$ cat src/rtl/rv_pkg.sv
// -----------------------------------------------------------------------------
// rv_pkg
// Shared definitions for the instruction-fetch slice: datapath widths, the PC
// increment, the fetch FSM state encoding and the FIFO entry layout.
// No ports (package).
// -----------------------------------------------------------------------------
package rv_pkg;

  localparam int XLEN   = 32;
  localparam int INST_W = 32;

  // Byte distance between consecutive instruction words.
  localparam logic [XLEN-1:0] PC_STEP = 32'd4;

  // Mask that clears the byte offset inside a word.
  localparam logic [XLEN-1:0] WORD_MASK = 32'hFFFF_FFFC;

  typedef enum logic [1:0] {
    BOOT  = 2'd0,
    FETCH = 2'd1,
    DRAIN = 2'd2
  } fetch_state_e;

  // One buffered instruction together with the address it was fetched from.
  typedef struct packed {
    logic [XLEN-1:0]   pc;
    logic [INST_W-1:0] inst;
  } fetch_entry_t;

  // Force an address onto a word boundary.
  function automatic logic [XLEN-1:0] word_align(input logic [XLEN-1:0] addr);
    return addr & WORD_MASK;
  endfunction

endpackage

$ cat src/rtl/if_fifo.sv
// -----------------------------------------------------------------------------
// if_fifo
// Small synchronous in-order FIFO holding fetched {pc, instruction} pairs.
// The head entry is read straight out of the storage registers, so the data
// seen by the consumer is always registered.
//
// Ports:
//   clk    in   clock
//   rst_n  in   asynchronous active-low reset (clears pointers and storage)
//   push   in   write wdata at the tail
//   wdata  in   entry to write
//   pop    in   drop the head entry
//   flush  in   discard all entries; a push or pop in the same cycle is ignored
//   rdata  out  head entry (contents of the slot under the read pointer)
//   count  out  number of valid entries (0..DEPTH)
// -----------------------------------------------------------------------------
module if_fifo #(
  parameter int WIDTH = 64,
  parameter int DEPTH = 2
) (
  input  logic                       clk,
  input  logic                       rst_n,
  input  logic                       push,
  input  logic [WIDTH-1:0]           wdata,
  input  logic                       pop,
  input  logic                       flush,
  output logic [WIDTH-1:0]           rdata,
  output logic [$clog2(DEPTH):0]     count
);

  localparam int AW = $clog2(DEPTH);
  localparam int CW = AW + 1;

  logic [WIDTH-1:0] mem_r [DEPTH];
  logic [AW-1:0]    wr_ptr_r;
  logic [AW-1:0]    rd_ptr_r;
  logic [CW-1:0]    count_r;
  logic             do_push_s;
  logic             do_pop_s;

  // Qualify push/pop: flush wins, pop needs data, push needs room.
  always_comb begin
    do_push_s = 1'b0;
    do_pop_s  = 1'b0;
    if (flush) begin
      do_push_s = 1'b0;
      do_pop_s  = 1'b0;
    end else begin
      do_pop_s  = pop && (count_r != {CW{1'b0}});
      do_push_s = push && ((count_r != CW'(DEPTH)) || do_pop_s);
    end
  end

  // Storage, pointers and occupancy; pointers wrap naturally (DEPTH is 2^n).
  always_ff @(posedge clk or negedge rst_n) begin
    if (!rst_n) begin
      for (int i = 0; i < DEPTH; i++) begin
        mem_r[i] <= {WIDTH{1'b0}};
      end
      wr_ptr_r <= {AW{1'b0}};
      rd_ptr_r <= {AW{1'b0}};
      count_r  <= {CW{1'b0}};
    end else if (flush) begin
      wr_ptr_r <= {AW{1'b0}};
      rd_ptr_r <= {AW{1'b0}};
      count_r  <= {CW{1'b0}};
    end else begin
      if (do_push_s) begin
        mem_r[wr_ptr_r] <= wdata;
        wr_ptr_r        <= wr_ptr_r + AW'(1'b1);
      end
      if (do_pop_s) begin
        rd_ptr_r <= rd_ptr_r + AW'(1'b1);
      end
      count_r <= count_r + CW'(do_push_s) - CW'(do_pop_s);
    end
  end

  assign rdata = mem_r[rd_ptr_r];
  assign count = count_r;

endmodule

$ cat src/rtl/if_fetch_unit.sv
// -----------------------------------------------------------------------------
// if_fetch_unit
// Instruction fetch initiator between decode and instruction memory. Holds the
// PC, issues word-aligned requests on a request/grant + response-valid bus,
// and buffers returned instructions with their PCs in an in-order FIFO.
// Jumps flush the buffer and discard responses to requests already granted.
//
// Configuration macro: IF_MISALIGN_CHK_EN
//   defined   : a jump to a non word-aligned target is ignored and misalign_o
//               pulses for one cycle (the cycle after the rejected jump).
//   undefined : the target's low two bits are cleared, misalign_o is tied 0.
//
// Ports:
//   clk, rst_n      clock, asynchronous active-low reset
//   inst_req_o      fetch request (credit-limited, only in FETCH)
//   inst_addr_o     fetch address (registered PC, always word aligned)
//   inst_gnt_i      memory accepts the request this cycle
//   inst_rvalid_i   in-order response valid, inst_i carries the instruction
//   if_valid_o      head instruction available to decode
//   if_inst_o       head instruction
//   if_pc_o         PC of the head instruction
//   id_ready_i      decode consumes the head when if_valid_o is high
//   jump_en_i       redirect request, jump_addr_i is the target
//   misalign_o      rejected misaligned redirect indication
// -----------------------------------------------------------------------------
module if_fetch_unit
  import rv_pkg::*;
#(
  parameter logic [31:0] RESET_PC   = 32'h0000_0000,
  parameter int          FIFO_DEPTH = 2
) (
  input  logic              clk,
  input  logic              rst_n,
  output logic              inst_req_o,
  output logic [XLEN-1:0]   inst_addr_o,
  input  logic              inst_gnt_i,
  input  logic              inst_rvalid_i,
  input  logic [INST_W-1:0] inst_i,
  output logic              if_valid_o,
  output logic [INST_W-1:0] if_inst_o,
  output logic [XLEN-1:0]   if_pc_o,
  input  logic              id_ready_i,
  input  logic              jump_en_i,
  input  logic [XLEN-1:0]   jump_addr_i,
  output logic              misalign_o
);

  localparam int CW = $clog2(FIFO_DEPTH) + 1;  // counter width, holds 0..FIFO_DEPTH
  localparam int SW = CW + 1;                  // headroom for sums of two counters

  fetch_state_e      state_r;
  logic [XLEN-1:0]   pc_r;
  logic [XLEN-1:0]   rsp_pc_r;
  logic [CW-1:0]     out_cnt_r;
  logic [CW-1:0]     discard_cnt_r;

  logic [CW-1:0]     fifo_cnt_s;
  fetch_entry_t      fifo_head_s;
  fetch_entry_t      fifo_wdata_s;
  logic              fifo_push_s;

  logic [XLEN-1:0]   jump_target_s;
  logic              jump_bad_s;
  logic              jump_req_s;
  logic              jump_take_s;
  logic              pop_s;
  logic              req_s;
  logic              grant_s;
  logic              rsp_s;
  logic [SW-1:0]     credit_sum_s;
  logic [SW-1:0]     stale_total_s;

  // Redirect qualification: misaligned targets are either rejected or forced.
`ifdef IF_MISALIGN_CHK_EN
  always_comb begin
    jump_bad_s = 1'b0;
    if (jump_en_i && (jump_addr_i[1:0] != 2'b00)) begin
      jump_bad_s = 1'b1;
    end else begin
      jump_bad_s = 1'b0;
    end
  end
`else
  assign jump_bad_s = 1'b0;
`endif

  assign jump_target_s = word_align(jump_addr_i);
  assign jump_req_s    = jump_en_i && !jump_bad_s;
  assign jump_take_s   = jump_req_s && (state_r != BOOT);
  assign rsp_s         = inst_rvalid_i;

  // Handshake decode: valid is masked by a redirect so a same-cycle pop is lost,
  // and the request is throttled so granted-but-unconsumed words fit the FIFO.
  always_comb begin
    if_valid_o    = 1'b0;
    pop_s         = 1'b0;
    req_s         = 1'b0;
    credit_sum_s  = {SW{1'b0}};
    stale_total_s = {SW{1'b0}};
    if ((fifo_cnt_s != {CW{1'b0}}) && !jump_req_s) begin
      if_valid_o = 1'b1;
    end else begin
      if_valid_o = 1'b0;
    end
    pop_s        = if_valid_o && id_ready_i;
    credit_sum_s = {1'b0, out_cnt_r} + {1'b0, fifo_cnt_s} - SW'(pop_s);
    if (state_r == FETCH) begin
      req_s = (credit_sum_s < SW'(FIFO_DEPTH));
    end else begin
      req_s = 1'b0;
    end
    // Responses still owed by memory after this cycle; out_cnt_r is zero in
    // DRAIN and discard_cnt_r is zero in FETCH, so one sum covers both states.
    stale_total_s = {1'b0, out_cnt_r} + {1'b0, discard_cnt_r}
                  + SW'(req_s && inst_gnt_i) - SW'(rsp_s);
  end

  assign grant_s     = req_s && inst_gnt_i;
  assign inst_req_o  = req_s;
  assign inst_addr_o = pc_r;

  // Fetch FSM: PC, response PC, outstanding and discard bookkeeping.
  always_ff @(posedge clk or negedge rst_n) begin
    if (!rst_n) begin
      state_r       <= BOOT;
      pc_r          <= RESET_PC;
      rsp_pc_r      <= RESET_PC;
      out_cnt_r     <= {CW{1'b0}};
      discard_cnt_r <= {CW{1'b0}};
    end else begin
      case (state_r)
        BOOT: begin
          state_r <= FETCH;
        end
        FETCH: begin
          if (jump_take_s) begin
            pc_r          <= jump_target_s;
            rsp_pc_r      <= jump_target_s;
            out_cnt_r     <= {CW{1'b0}};
            discard_cnt_r <= stale_total_s[CW-1:0];
            state_r       <= (stale_total_s != {SW{1'b0}}) ? DRAIN : FETCH;
          end else begin
            if (grant_s) begin
              pc_r <= pc_r + PC_STEP;
            end
            if (rsp_s) begin
              rsp_pc_r <= rsp_pc_r + PC_STEP;
            end
            out_cnt_r <= out_cnt_r + CW'(grant_s) - CW'(rsp_s);
          end
        end
        DRAIN: begin
          if (jump_take_s) begin
            // Re-target but keep waiting for the stale responses still owed.
            pc_r          <= jump_target_s;
            rsp_pc_r      <= jump_target_s;
            discard_cnt_r <= stale_total_s[CW-1:0];
            state_r       <= (stale_total_s != {SW{1'b0}}) ? DRAIN : FETCH;
          end else if (rsp_s) begin
            discard_cnt_r <= discard_cnt_r - CW'(1'b1);
            if (discard_cnt_r == CW'(1'b1)) begin
              state_r <= FETCH;
            end
          end
        end
        default: begin
          state_r <= BOOT;
        end
      endcase
    end
  end

  // Responses are buffered only in FETCH and never in the redirect cycle.
  assign fifo_push_s       = rsp_s && (state_r == FETCH) && !jump_take_s;
  assign fifo_wdata_s.pc   = rsp_pc_r;
  assign fifo_wdata_s.inst = inst_i;

  if_fifo #(
    .WIDTH ($bits(fetch_entry_t)),
    .DEPTH (FIFO_DEPTH)
  ) u_fifo (
    .clk   (clk),
    .rst_n (rst_n),
    .push  (fifo_push_s),
    .wdata (fifo_wdata_s),
    .pop   (pop_s),
    .flush (jump_take_s),
    .rdata (fifo_head_s),
    .count (fifo_cnt_s)
  );

  assign if_inst_o = fifo_head_s.inst;
  assign if_pc_o   = fifo_head_s.pc;

`ifdef IF_MISALIGN_CHK_EN
  logic misalign_r;

  // One-cycle flag for a redirect rejected because of its alignment.
  always_ff @(posedge clk or negedge rst_n) begin
    if (!rst_n) begin
      misalign_r <= 1'b0;
    end else begin
      misalign_r <= jump_bad_s && (state_r != BOOT);
    end
  end

  assign misalign_o = misalign_r;
`else
  assign misalign_o = 1'b0;
`endif

endmodule

$ cat config.mk
export PLATFORM = sky130hd
export DESIGN_NAME = if_fetch_unit
export DESIGN_NICKNAME = d
export VERILOG_FILES = /design/src/rtl/rv_pkg.sv /design/src/rtl/if_fifo.sv /design/src/rtl/if_fetch_unit.sv
export SDC_FILE = /design/constraint.sdc
export NUM_CORES = 1
export LEC_CHECK = 0
export ABC_AREA = 1
export CAP_MARGIN = 5
export CORE_MARGIN = 5
export CORE_UTILIZATION = 56
export CTS_BUF_LIST = sky130_fd_sc_hd__clkbuf_8
export DETAILED_ROUTE_END_ITERATION = 8
export GPL_ROUTABILITY_DRIVEN = 0
export PLACE_DENSITY = 0.93
export SYNTH_ARGS = -nofsm -noshare
export SYNTH_HDL_FRONTEND = slang
export SYNTH_SLANG_ARGS = --single-unit
$ cat constraint.sdc
create_clock -name clk -period 3.6 [get_ports clk]
set_input_delay 0.36 -clock clk [delete_from_list [all_inputs] [get_ports clk]]
set_output_delay 0.36 -clock clk [all_outputs]
set_load 0.05 [all_outputs]
==> flow_summary.yaml <==
synth:
  ys_seq_elements: 194
  synth.avg_cell_area_sq_um: 7.12
  ys_types: 38
  postSynthCellCount: 1495
  ys_warn_count: 0
  synth.cell_area_sq_um: 10600
  yosysSeqAreaShare_pct: 45.6
final_layout:
  num_antenna_cells: 0
  post_layout_net_count: 1717
  layout-drive-gt1-share_pct: 5.47
  stdcell_area_sq_um: 12800
  syn_to_final_growth_pct: 19.9
  top_library_cells_by_usage_in_the_layout_fill_and_taps_aside: "sky130_fd_sc_hd__nand2_1, sky130_fd_sc_hd__dfrtp_1, sky130_fd_sc_hd__clkdlybuf4s50_1, sky130_fd_sc_hd__nor2_1, sky130_fd_sc_hd__inv_1"
  multiInputGateArea_sq_um: 4890
  mostFrequentLayoutCell: "sky130_fd_sc_hd__nand2_1"
  fillCellCount: 1463
  layout.core_utilization_pct: 68.3
  regArea_sq_um: 4860
power:
  peakVddDrop_mv: 0.587
  power.static_leakage_uw: 0.00636
  cellPowerDensity_nw_per_um2: 1010
sta:
  rsz_0062_raised_after_global_routing: "no"
  relSlewSlack_pct: 52.7
  setup_viol: 0
  min_period_over_period_pct: 94.6
  min_tclk_post_route_ps: 3410
  fmaxAchievable_mhz: 294
  transition_time_of_the_tightest_slew_check_pin_ps: 710
  fin_skew_ps: 14.3
  max_slew_violation_total_from_the_final_report: 0
  timing_hold_violations_final: 0
die:
  area_of_the_placeable_core_sq_um: 18700
  fp-row-count: 50
  floorplan.io_pins: 169
  initial_utilization_pct: 56.9
  die_area_sq_um: 21900
  fp.dieW_um: 148
  chipHeight_um: 148
global_routing:
  antenna_found_initial: 0
  globalRoute.totalOverflow: 0
  grt_use_total_pct: 24.8
  maximum_number_of_pins_on_one_net_before_global_route_repair: 125
  via_count_of_the_first_global_routing_pass: 9453
  global_route_wire_length_before_repair_mm: 44.9
critical_path:
  critPathBufInv: 4
  critical_path_class: "reg2reg"
  crit_chain: "inv_1, a21oi_4, nand2_2, inv_1, ha_1, or2_2, fa_1, inv_1, nor2_1, nand3_2, inv_1, fa_1, fa_1, nor2_1, nand2_1, a31o_2"
  worstSetupStartpointType: "flip-flop"
  timing.critical_path.slowest_cell_delay_ps: 470
  path_max_fanout: 4
  arr_time_crit_path_ps: 3770
  endpoint_kind: "flip-flop"
  cpMaxStageDelayCell: "sky130_fd_sc_hd__fa_1"
  crit_family: "adder cells"
  critical-path-top-cell-by-count: "sky130_fd_sc_hd__inv_1"
  worst-endpoint-required_ps: 3960
placed_design:
  numPortBuffers: 161
  place_area_sq_um: 12400
  dp.final_hpwl_mm: 19.3
flow_run:
  max-cap-violations: 0
outcome:
  outcome: "finished, final reports clean"
clock_network:
  clock_tree.buffer_depth: 2
  post-cts-setup-buffer-count: 0
  numCtsBuffers: 17
  cts_hold_buffers: 1
  clockRootBuffer: "sky130_fd_sc_hd__clkbuf_8"
  clock_tree_from_tritoncts: "built"
  cts_max_level: 4
  clock_pin_slew_worst_setup_and_hold_paths_ps: 110
  tritoncts_num_sinks: 194
  insertion_delay_ps: 470
  cts_repair_resize_count: 0
drt:
  detailroute.via_count: 10047
  detail_route.first_pass.iterations: 8
  drt-initial-drc-count: 911
  ant_nets: 0
  drc_errors: 0
  wl_per_cell_um: 14.4
  route.final.wire_length_mm: 27.1
  vias_per_cell: 5.34
worst_hold_path:
  hold_path_class: "in2reg"
## logic make-up after synthesis
kind of cell	share of synthesized area [%]
compound gates	9.90
xor+xnor	0.987
fa+ha+maj	1.86
buf+inv	8.67
flops	45.6
other cells	0.0352
simple gates	33.0
## path summary, 6_finish.rpt
check	start	end	slack (ps)	cells past startpoint
worst max-delay path	u_fifo.count[0]	state_r[1]	190	16
worst min-delay path	inst_i[23]	u_fifo.mem_r[23]	440	3
worst max register to register	u_fifo.count[0]	state_r[1]	190	16
worst min register to register	u_fifo.mem_r[78]	u_fifo.mem_r[78]	500	2
max in group asynchronous	rst_n	u_fifo.mem_r[5]	2160	3
min in group asynchronous	rst_n	u_fifo.mem_r[24]	460	2
## sequential cells by signal (all words and copies together), names as in the netlist
name             flops
u_fifo.mem_r       124
u_fifo.count         2
u_fifo.wr_ptr_r      1
out_cnt_r            2
u_fifo.rd_ptr_r      1
inst_addr_o         30
discard_cnt_r        2
rsp_pc_r            30
state_r              2
## where the power goes
part           internal (uW)  switching, uW
Combinational           2440           5020
Clock                    583            855
Sequential              3180            874
## routing by layer
layer	wire [um]	vias to the layer above	global-route usage (%)	share of wire, %
li1	-	4929	-	-
met1	11800	4601	35.2	43
met2	12300	453	39.5	45
met3	2390	64	4.02	8.8
met4	704	0	7.85	2.6
met5	0	-	0	0
## synthesized netlist by cell type (all sizes together)
| library cell | count | area share (%) |
|---|---|---|
| dfrtp | 194 | 46 |
| a21boi | 1 | 0.071 |
| nand2 | 624 | 22 |
| ha | 11 | 1.3 |
| o21ai | 168 | 8.1 |
| nand4 | 7 | 0.41 |
| a31oi | 2 | 0.12 |
| xnor2 | 3 | 0.25 |
| clkbuf | 22 | 0.78 |
| nand3 | 84 | 4.2 |
| nand3b | 4 | 0.40 |
| fa | 3 | 0.56 |
| and2 | 2 | 0.12 |
| buf | 43 | 3.0 |
| nor2 | 141 | 5.1 |
| inv | 138 | 4.9 |
| a21oi | 22 | 1.3 |
| o22ai | 3 | 0.18 |
| a31o | 1 | 0.082 |
| conb | 1 | 0.035 |
| xor2 | 9 | 0.74 |
| o211ai | 1 | 0.071 |
| or2 | 11 | 0.65 |
## final cells by class
cell class,count,share of cell area [%]
Sequential cell,194,38.0
Clock inverter,15,1.31
Tap cell,234,2.29
Timing Repair Buffer,180,14.1
Clock buffer,17,1.83
Inverter,138,4.06
Multi-Input combinational cell,1102,38.3
## worst min-delay path: stages
cell,delay (ps)
sky130_fd_sc_hd__clkdlybuf4s50_1,390
sky130_fd_sc_hd__inv_1,70
sky130_fd_sc_hd__o21ai_1,60
## metrics by stage
stage	hold WS, ps	TNS (ps)	power [uW]	worst slack [ps]	std cells
6_report	439	0	12900	194	1880
5_1_grt	424	0	13900	3.39	1880
4_1_cts	413	0	13000	179	1880
3_5_place_dp	441	-171	11500	-134	1847
3_3_place_gp	429	-56.1	11200	-56.1	1847
2_1_floorplan	64.4	0	9200	1.37	1499
(Power assumes the default switching activity.)
